===== config.mk =====
export PLATFORM = sky130hd
export DESIGN_NAME = instr_mem_loader
export DESIGN_NICKNAME = d
export VERILOG_FILES = /design/src/rtl/instr_mem_loader.sv
export SDC_FILE = /design/constraint.sdc
export NUM_CORES = 1
export LEC_CHECK = 0
export ABC_AREA = 0
export CAP_MARGIN = 40
export CELL_PAD_IN_SITES_DETAIL_PLACEMENT = 1
export CELL_PAD_IN_SITES_GLOBAL_PLACEMENT = 2
export CORE_ASPECT_RATIO = 1.75
export CORE_MARGIN = 1
export CORE_UTILIZATION = 37
export CTS_CLUSTER_SIZE = 28
export DETAILED_ROUTE_END_ITERATION = 8
export GPL_TIMING_DRIVEN = 0
export HOLD_SLACK_MARGIN = 0.02
export PLACE_DENSITY = 0.81
export SLEW_MARGIN = 20
export SYNTH_ARGS = -nofsm -noshare
export SYNTH_HDL_FRONTEND = slang
export SYNTH_SLANG_ARGS = --single-unit

===== constraint.sdc =====
create_clock -name clk -period 4.19 [get_ports clk]
set_input_delay 0.6285 -clock clk [delete_from_list [all_inputs] [get_ports clk]]
set_output_delay 0.6285 -clock clk [all_outputs]
set_load 0.02 [all_outputs]

===== src/rtl/instr_mem_loader.sv =====
// Instruction-memory loader.
// Receives a program image as a byte stream and writes 32-bit little-endian words
// into instruction memory from BASE_ADDR upwards. The core is held in reset while a
// session runs, and it is released only after the image checksum has been verified.
// Frame layout: LEN_LO, LEN_HI (word count N), N*4 data bytes, CSUM (XOR of data bytes).
module instr_mem_loader #(
  parameter int          DATA_WIDTH = 32,
  parameter logic [31:0] BASE_ADDR  = 32'h0040_0000,
  parameter int          MAX_WORDS  = 1024,
  parameter int          TIMEOUT    = 1_000_000
) (
  input  logic                  clk,
  input  logic                  rst_n,
  input  logic                  start,
  input  logic [7:0]            rx_data,
  input  logic                  rx_valid,
  output logic                  mem_we,
  output logic [31:0]           mem_addr,
  output logic [DATA_WIDTH-1:0] mem_wdata,
  output logic                  cpu_hold,
  output logic                  busy,
  output logic                  done,
  output logic                  error
);

  // The length field is 16 bits. The word index must be able to hold MAX_WORDS.
  localparam int LEN_W = 16;
  localparam int IDX_W = $clog2(MAX_WORDS + 1);
  localparam int TMO_W = $clog2(TIMEOUT + 1);

  typedef enum logic [2:0] {
    S_IDLE,
    S_LEN0,
    S_LEN1,
    S_DATA,
    S_CSUM,
    S_DONE,
    S_ERR
  } state_e;

  state_e                  state_q, state_d;
  logic [7:0]              len_lo_q, len_lo_d;
  logic [IDX_W-1:0]        len_q, len_d;
  logic [1:0]              byte_idx_q, byte_idx_d;
  logic [DATA_WIDTH-1:0]   word_q, word_d;
  logic [IDX_W-1:0]        widx_q, widx_d;
  logic [7:0]              csum_q, csum_d;
  logic [TMO_W-1:0]        tmo_q, tmo_d;
  logic                    we_q, we_d;
  logic [31:0]             addr_q, addr_d;
  logic [DATA_WIDTH-1:0]   wdata_q, wdata_d;

  logic [LEN_W-1:0]        len_full;
  logic                    in_session;

  // Assemble the full length field from the captured low byte and the byte now arriving.
  assign len_full   = {rx_data, len_lo_q};
  assign in_session = (state_q == S_LEN0) || (state_q == S_LEN1) ||
                      (state_q == S_DATA) || (state_q == S_CSUM);

  // State and datapath registers. All of them are cleared on asynchronous reset.
  // NOTE: sequential state uses non-blocking assignments so every register samples
  // pre-edge values; blocking here would create order-dependent simulation races.
  always_ff @(posedge clk or negedge rst_n) begin
    if (!rst_n) begin
      state_q    <= S_IDLE;
      len_lo_q   <= '0;
      len_q      <= '0;
      byte_idx_q <= '0;
      word_q     <= '0;
      widx_q     <= '0;
      csum_q     <= '0;
      tmo_q      <= '0;
      we_q       <= 1'b0;
      addr_q     <= '0;
      wdata_q    <= '0;
    end else begin
      state_q    <= state_d;
      len_lo_q   <= len_lo_d;
      len_q      <= len_d;
      byte_idx_q <= byte_idx_d;
      word_q     <= word_d;
      widx_q     <= widx_d;
      csum_q     <= csum_d;
      tmo_q      <= tmo_d;
      we_q       <= we_d;
      addr_q     <= addr_d;
      wdata_q    <= wdata_d;
    end
  end

  // Next-state logic: frame parsing, word assembly, write generation and idle timeout.
  // NOTE: every next-state signal gets a hold/default value first, so no path through
  // the case leaves one unassigned and no latch is inferred.
  always_comb begin
    state_d    = state_q;
    len_lo_d   = len_lo_q;
    len_d      = len_q;
    byte_idx_d = byte_idx_q;
    word_d     = word_q;
    widx_d     = widx_q;
    csum_d     = csum_q;
    tmo_d      = tmo_q;
    we_d       = 1'b0;
    addr_d     = addr_q;
    wdata_d    = wdata_q;

    case (state_q)
      // Idle or a finished session: only start does anything, and any byte arriving
      // in the same cycle is dropped.
      S_IDLE, S_DONE, S_ERR: begin
        if (start) begin
          state_d    = S_LEN0;
          csum_d     = '0;
          byte_idx_d = '0;
          widx_d     = '0;
          word_d     = '0;
          len_d      = '0;
          tmo_d      = '0;
        end
      end

      S_LEN0: begin
        if (rx_valid) begin
          len_lo_d = rx_data;
          state_d  = S_LEN1;
        end
      end

      // A zero-length image, or one larger than the memory, is rejected before any write.
      S_LEN1: begin
        if (rx_valid) begin
          if ((len_full == '0) || (len_full > LEN_W'(MAX_WORDS))) begin
            state_d = S_ERR;
          end else begin
            len_d   = len_full[IDX_W-1:0];
            state_d = S_DATA;
          end
        end
      end

      // Bytes fill lanes 0..3. On the fourth byte, the write is registered so that mem_we
      // rises in the following cycle. Input is never stalled, so the next byte may
      // arrive while that write is still on the port.
      S_DATA: begin
        if (rx_valid) begin
          csum_d                          = csum_q ^ rx_data;
          byte_idx_d                      = byte_idx_q + 2'd1;
          word_d[{byte_idx_q, 3'b000} +: 8] = rx_data;
          if (byte_idx_q == 2'd3) begin
            we_d    = 1'b1;
            addr_d  = BASE_ADDR + 32'({widx_q, 2'b00});
            wdata_d = {rx_data, word_q[DATA_WIDTH-9:0]};
            widx_d  = widx_q + IDX_W'(1);
            if (widx_q == (len_q - IDX_W'(1))) begin
              state_d = S_CSUM;
            end
          end
        end
      end

      S_CSUM: begin
        if (rx_valid) begin
          state_d = (rx_data == csum_q) ? S_DONE : S_ERR;
        end
      end

      default: state_d = S_IDLE;
    endcase

    // Idle watchdog. Each received byte restarts it. Reaching TIMEOUT idle cycles
    // aborts the session.
    if (in_session) begin
      if (rx_valid) begin
        tmo_d = '0;
      end else if (tmo_q == TMO_W'(TIMEOUT - 1)) begin
        state_d = S_ERR;
      end else begin
        tmo_d = tmo_q + TMO_W'(1);
      end
    end
  end

  // Moore outputs. A failed image keeps the core in reset.
  assign mem_we    = we_q;
  assign mem_addr  = addr_q;
  assign mem_wdata = wdata_q;
  assign busy      = in_session;
  assign done      = (state_q == S_DONE);
  assign error     = (state_q == S_ERR);
  assign cpu_hold  = in_session || (state_q == S_ERR);

endmodule

# Word level (Yosys, flattened, before mapping)
# Index checks and enable logic that the tools add are counted.
[classes]
n_addsub = 6
n_lt_le_gt_ge = 1
eq_ne = 15
shift = 2
muxes = 38
n_bitwise = 1
reduce_logical = 15
[op_table]
columns = ["cell", "count"]
rows = [
  ["two-way mux 20 bit", 5],
  ["two-way mux 32 bit", 2],
  ["case mux 32 bit (2 select lines)", 1],
  ["two-way mux 11 bit", 5],
  ["case mux 11 bit (2 select lines)", 2],
  ["two-way mux 3 bit", 11],
  ["bitwise mux 32 bit", 1],
  ["variable shift 8 x 7 -> 32 bit (first input constant)", 1],
  ["variable part select 8 x 7 -> 32 bit", 1],
  ["adder 23 x 13 -> 24 bit (first input constant)", 1],
  ["adder 20 x 1 -> 20 bit (second input constant)", 1],
  ["equality test 20 bit (second input constant)", 1],
  ["> comparator 16 x 11 -> 1 bit (second input constant)", 1],
  ["logical NOT 16 bit", 1],
  ["two-way mux 8 bit", 2],
  ["case mux 8 bit (2 select lines)", 1],
  ["case mux 3 bit (5 select lines)", 1],
  ["adder 11 x 1 -> 11 bit (second input constant)", 1],
  ["equality test 11 bit", 1],
  ["subtractor 11 x 1 -> 11 bit (second input constant)", 1],
  ["equality test 3 bit (second input constant)", 3],
  ["equality test 8 bit", 1],
  ["inequality test 2 bit (second input constant)", 4],
  ["AND reduction 4 bit", 2],
  ["other kinds (16)", 27],
]
[totals]
reg_bits = 160
inputBits = 12
wordCells = 89

# Depth between registers and ports, before layout
[depth]
depth_word = 9
mapped_depth = 9
mapped_depth_nobuf = 8

# Worst setup path after synthesis
# Ideal clock, no wire load.
[synth_path]
path_kind = "in2reg"
start = "in rx_data[7]"
end = "reg len_q[10]"
t_arrival_ps = 2182
path_slack_ps = 1928
cell_stages = 7
path_cell_list = "buf_2 > or4_1 > nor4b_1 > nand3_1 > nand2_1 > buf_6 > mux2i_1"
[synth_via]
elab_chain_cells = 4
[synth_rtl]
columns = ["item", "line", "source"]
rows = [
  ["start, declared", "15", "input logic [7:0] rx_data,"],
  ["> comparator 16 x 11 -> 1 bit or logical NOT 16 bit (tied branches)", "133", "if ((len_full == '0) || (len_full > LEN_W'(MAX_WORDS))) begin"],
  ["logical OR 1 bit *", "133", ""],
  ["inequality test 2 bit (no line) *", "--", ""],
  ["AND reduction 4 bit (no line) *", "--", ""],
  ["end signal, assigned", "80", "len_q <= len_d;"],
  ["end, declared", "43", "logic [IDX_W-1:0] len_q, len_d;"],
]
# Every way passes the cells marked *; elsewhere a longest branch is shown, timed or not.
# A chain may end at the register's enable or synchronous reset.

# Worst setup path after layout
[layout_path]
start = "reg state_q[1]"
end = "out busy"
[layout_via]
elab_chain_cells = 4
[layout_rtl]
columns = ["item", "line", "source"]
rows = [
  ["start, declared", "41", "state_e state_q, state_d;"],
  ["start signal, assigned", "78", "state_q <= state_d;"],
  ["equality test 3 x 1 -> 1 bit or equality test 3 x 2 -> 1 bit (tied branches)", "58", "assign in_session = (state_q == S_LEN0) || (state_q == S_LEN1) ||"],
  ["logical OR 1 bit (2 in a row)", "58", ""],
  ["logical OR 1 bit *", "59", "(state_q == S_DATA) || (state_q == S_CSUM);"],
  ["end, declared", "21", "output logic busy,"],
]
# Marked as above.

==> metrics <==
filler instances=2022; FF-to-FF Start=len_q[0]$_DFFE_PN0P_; Max FO, Critical Path=10; Critical Path Sink=busy; total power=5.094 mW; Pleak=3.849 nW; top_reg_cell synth=dfrtp_1; DP Cell Count=1046; CTS root buf=clkbuf_16; critical path class=reg -> out; EDFF count, synth=0; FF-to-FF End=state_q[1]$_DFF_PN0_; CP Data Required Time=3.56 ns; DRT Pass-1 Iters=4; number of max-cap violations=0; endpoints failing setup=0; CP max stage cell=clkdlybuf4s50_1; FF+latch count, synth=132; HP Class=in -> async; cell internal pwr=3.233 mW; Clock power frac=33.1%; Crit. Startpoint=state_q[1]$_DFF_PN0_; PostCTS Resize Cnt=0; H-tree depth=4; number of diodes=0; WP buf/inv=4; clock buffer depth=2; initial antenna violation count=0; commonest non-fill, non-tap cells in the layout=nand2_1 (222), dfrtp_1 (132), clkdlybuf4s50_1 (50); Post-CTS Setup Bufs=0; Die Ht=179.7 um; initial core utilization=38.06%; largest net degree at the start of global routing=77; async set-reset flop share out of synthesis=100.0%; # hold bufs at CTS=0; WP data arrival=2.70 ns; Max Freq=0.3005 GHz; num ports=81; Power Density=616.8 nW/um^2; Seq. cell area=3303 um^2; DP Wirelength=13.90 mm; Top Family by Delay on Critical Path=buffers and inverters; global-route wire length before repair=31.15 mm; Die W=103.5 um; total CTS buffers=17; R2R depth=8; Rel. slew slack=48.30%; commonest non-fill, non-tap cell in the layout=nand2_1; GPL Wtd Cong=0.8265; Detailed Route Iter0 Violations=164; Post-DRT Antenna Nets=0; Synth Warn #=0; sequential share of power=32.2%; Mean Syn Cell Area=8.994 um^2; GRT Residual Overflow=0; switching share of power=36.53%; RSZ-0062 raised after global routing=no; status=finished, final reports clean; Netlist cell types=63; clock sinks=132; fin. max-slew vios=0; post-layout min period=3.327 ns; peak supply drop=0.2626 mV; layout overhead on the synthesized area=23.75%; Remaining DRCs=0; Layout Cells excl Fill=1079; clock latency on the worst-skew pair=0.43 ns; DR WL/cell=17.46 um; Buffers on Ports=51; Crit path depth=6; Worst-path clk slew=0.06 ns; Multi-input gate area=3032 um^2; WL final=18.84 mm; Via Count=5583; Critical Path Start Type=flip-flop; CORE AREA=17540 um^2; sequential fraction of the synthesis area=49.49%; Worst-Margin Slew=0.7674 ns; Rows=64; Worst path max stage delay=0.70 ns; Post-Synthesis Cell Area=6674 um^2; nature of the critical path endpoint=primary output; final hold vios=0; Logic pwr share=34.7%; R2R Setup Slk=1.42 ns; CP Cell Sequence=buf_4 > nor2_2 > xnor2_2 > inv_1 > clkbuf_1 > clkdlybuf4s50_1; vias per cell=5.174; layout cell share with drive strength beyond 1=10.85%; synthesized instance count=742; Final nets=854; CTS tree=done; clk_skew=0.008305 ns; global-route usage over all layers=21.40%; Tcrit/Tclk final=79.42%; sw power=1.861 mW; Die ar.=18600 um^2; vias in the first global route=6143
[Yosys cell counts, types with 3 or more instances]
cell type / count / share of area, %
and3_1: 8 / 0.75
dfrtp_1: 132 / 49
or3_1: 5 / 0.47
o22ai_1: 3 / 0.28
o31ai_1: 7 / 0.79
nor4b_1: 3 / 0.39
buf_4: 22 / 2.5
clkbuf_1: 23 / 1.3
o2111ai_1: 8 / 1.0
mux2i_1: 15 / 2.2
nand2_1: 222 / 12
and2_1: 4 / 0.37
buf_2: 9 / 0.67
ha_1: 7 / 1.3
o21a_1: 5 / 0.56
a21oi_1: 14 / 1.0
xor2_1: 28 / 3.7
nor3_1: 12 / 0.90
mux2_2: 10 / 1.7
o211ai_1: 3 / 0.34
nand4_1: 10 / 0.94
buf_1: 5 / 0.28
o21ai_0: 49 / 3.7
nor2_1: 37 / 2.1
xnor2_1: 11 / 1.4
a22o_1: 3 / 0.39
inv_1: 20 / 1.1
nand3_1: 14 / 1.0
a31oi_1: 3 / 0.28
nor4_1: 9 / 0.84
[cells by family (layout without fill, tap and decap cells)]
logic type	after synthesis	in the layout	share of synthesized area [%]
xor gates and xnor gates	40	40	5.362
other	1	20	0.05619
muxes	25	25	3.937
DFF	132	132	49.49
buffers and inverters	82	169	6.149
adders and majority gates	8	8	1.462
AOI/OAI and AO/OA	112	112	10.67
and+or+nand+nor	342	342	22.87
[per-stage QoR]
step	TNS, ns	utilization, %	cell area, um^2	hold slack (ns)	setup slack [ns]
finish	0	47.10	8259	0.1137	0.8625
global route	0	47.10	8259	0.1394	0.7764
CTS	0	47.07	8254	0.1248	0.8405
detailed placement	0	43.26	7587	0.4646	1.034
global placement	-367.89	43.02	7545	0.4536	-2.798
floorplan	0	-	6745	0.3329	1.928
[sequential cells by signal (all words and copies together), names as in the netlist]
signal      count
word_q         24
state_q         3
mem_we          1
len_q          11
mem_wdata      32
byte_idx_q      2
widx_q         11
csum_q          8
tmo_q          20
mem_addr       12
len_lo_q        8
[metal layers]
layer	track usage, %	vias up	wire length (um)
met5	0	-	0
met4	11.48	0	682
met3	4.278	43	528
met2	40.62	108	10490
met1	21.60	2787	7137
li1	-	2645	-
[how the worst min path moves through the flow]
stage                                           end  slack [ns]
final                       mem_addr[7]$_DFFE_PN0P_        0.11
after floorplan           byte_idx_q[0]$_DFFE_PN0P_        0.33
after global placement     mem_addr[22]$_DFFE_PN0P_        0.45
after global routing        mem_addr[7]$_DFFE_PN0P_        0.14
after CTS                   mem_addr[7]$_DFFE_PN0P_        0.12
after detailed placement  mem_wdata[31]$_DFFE_PN0P_        0.46
[power by group through the flow]
stage	combinational [mW]	clock, mW	sequential (mW)
after floorplan	1.26	0	1.62
after global placement	1.69	0	1.64
after detailed placement	1.78	0	1.66
after CTS	1.79	1.71	1.64
after global routing	1.95	1.76	1.66
final	1.77	1.69	1.64
[final cells by class]
class                           instances  share of cell area (%)
Buffer                                 61                   4.015
Clock buffer                           21                   5.696
Clock inverter                         11                   2.378
Inverter                               21                  0.9544
Multi-Input combinational cell        547                   36.71
Sequential cell                       132                   39.99
Tap cell                              231                   3.499
Timing Repair Buffer                   55                   6.757
No activity file was read; power rests on OpenSTA's default activity.
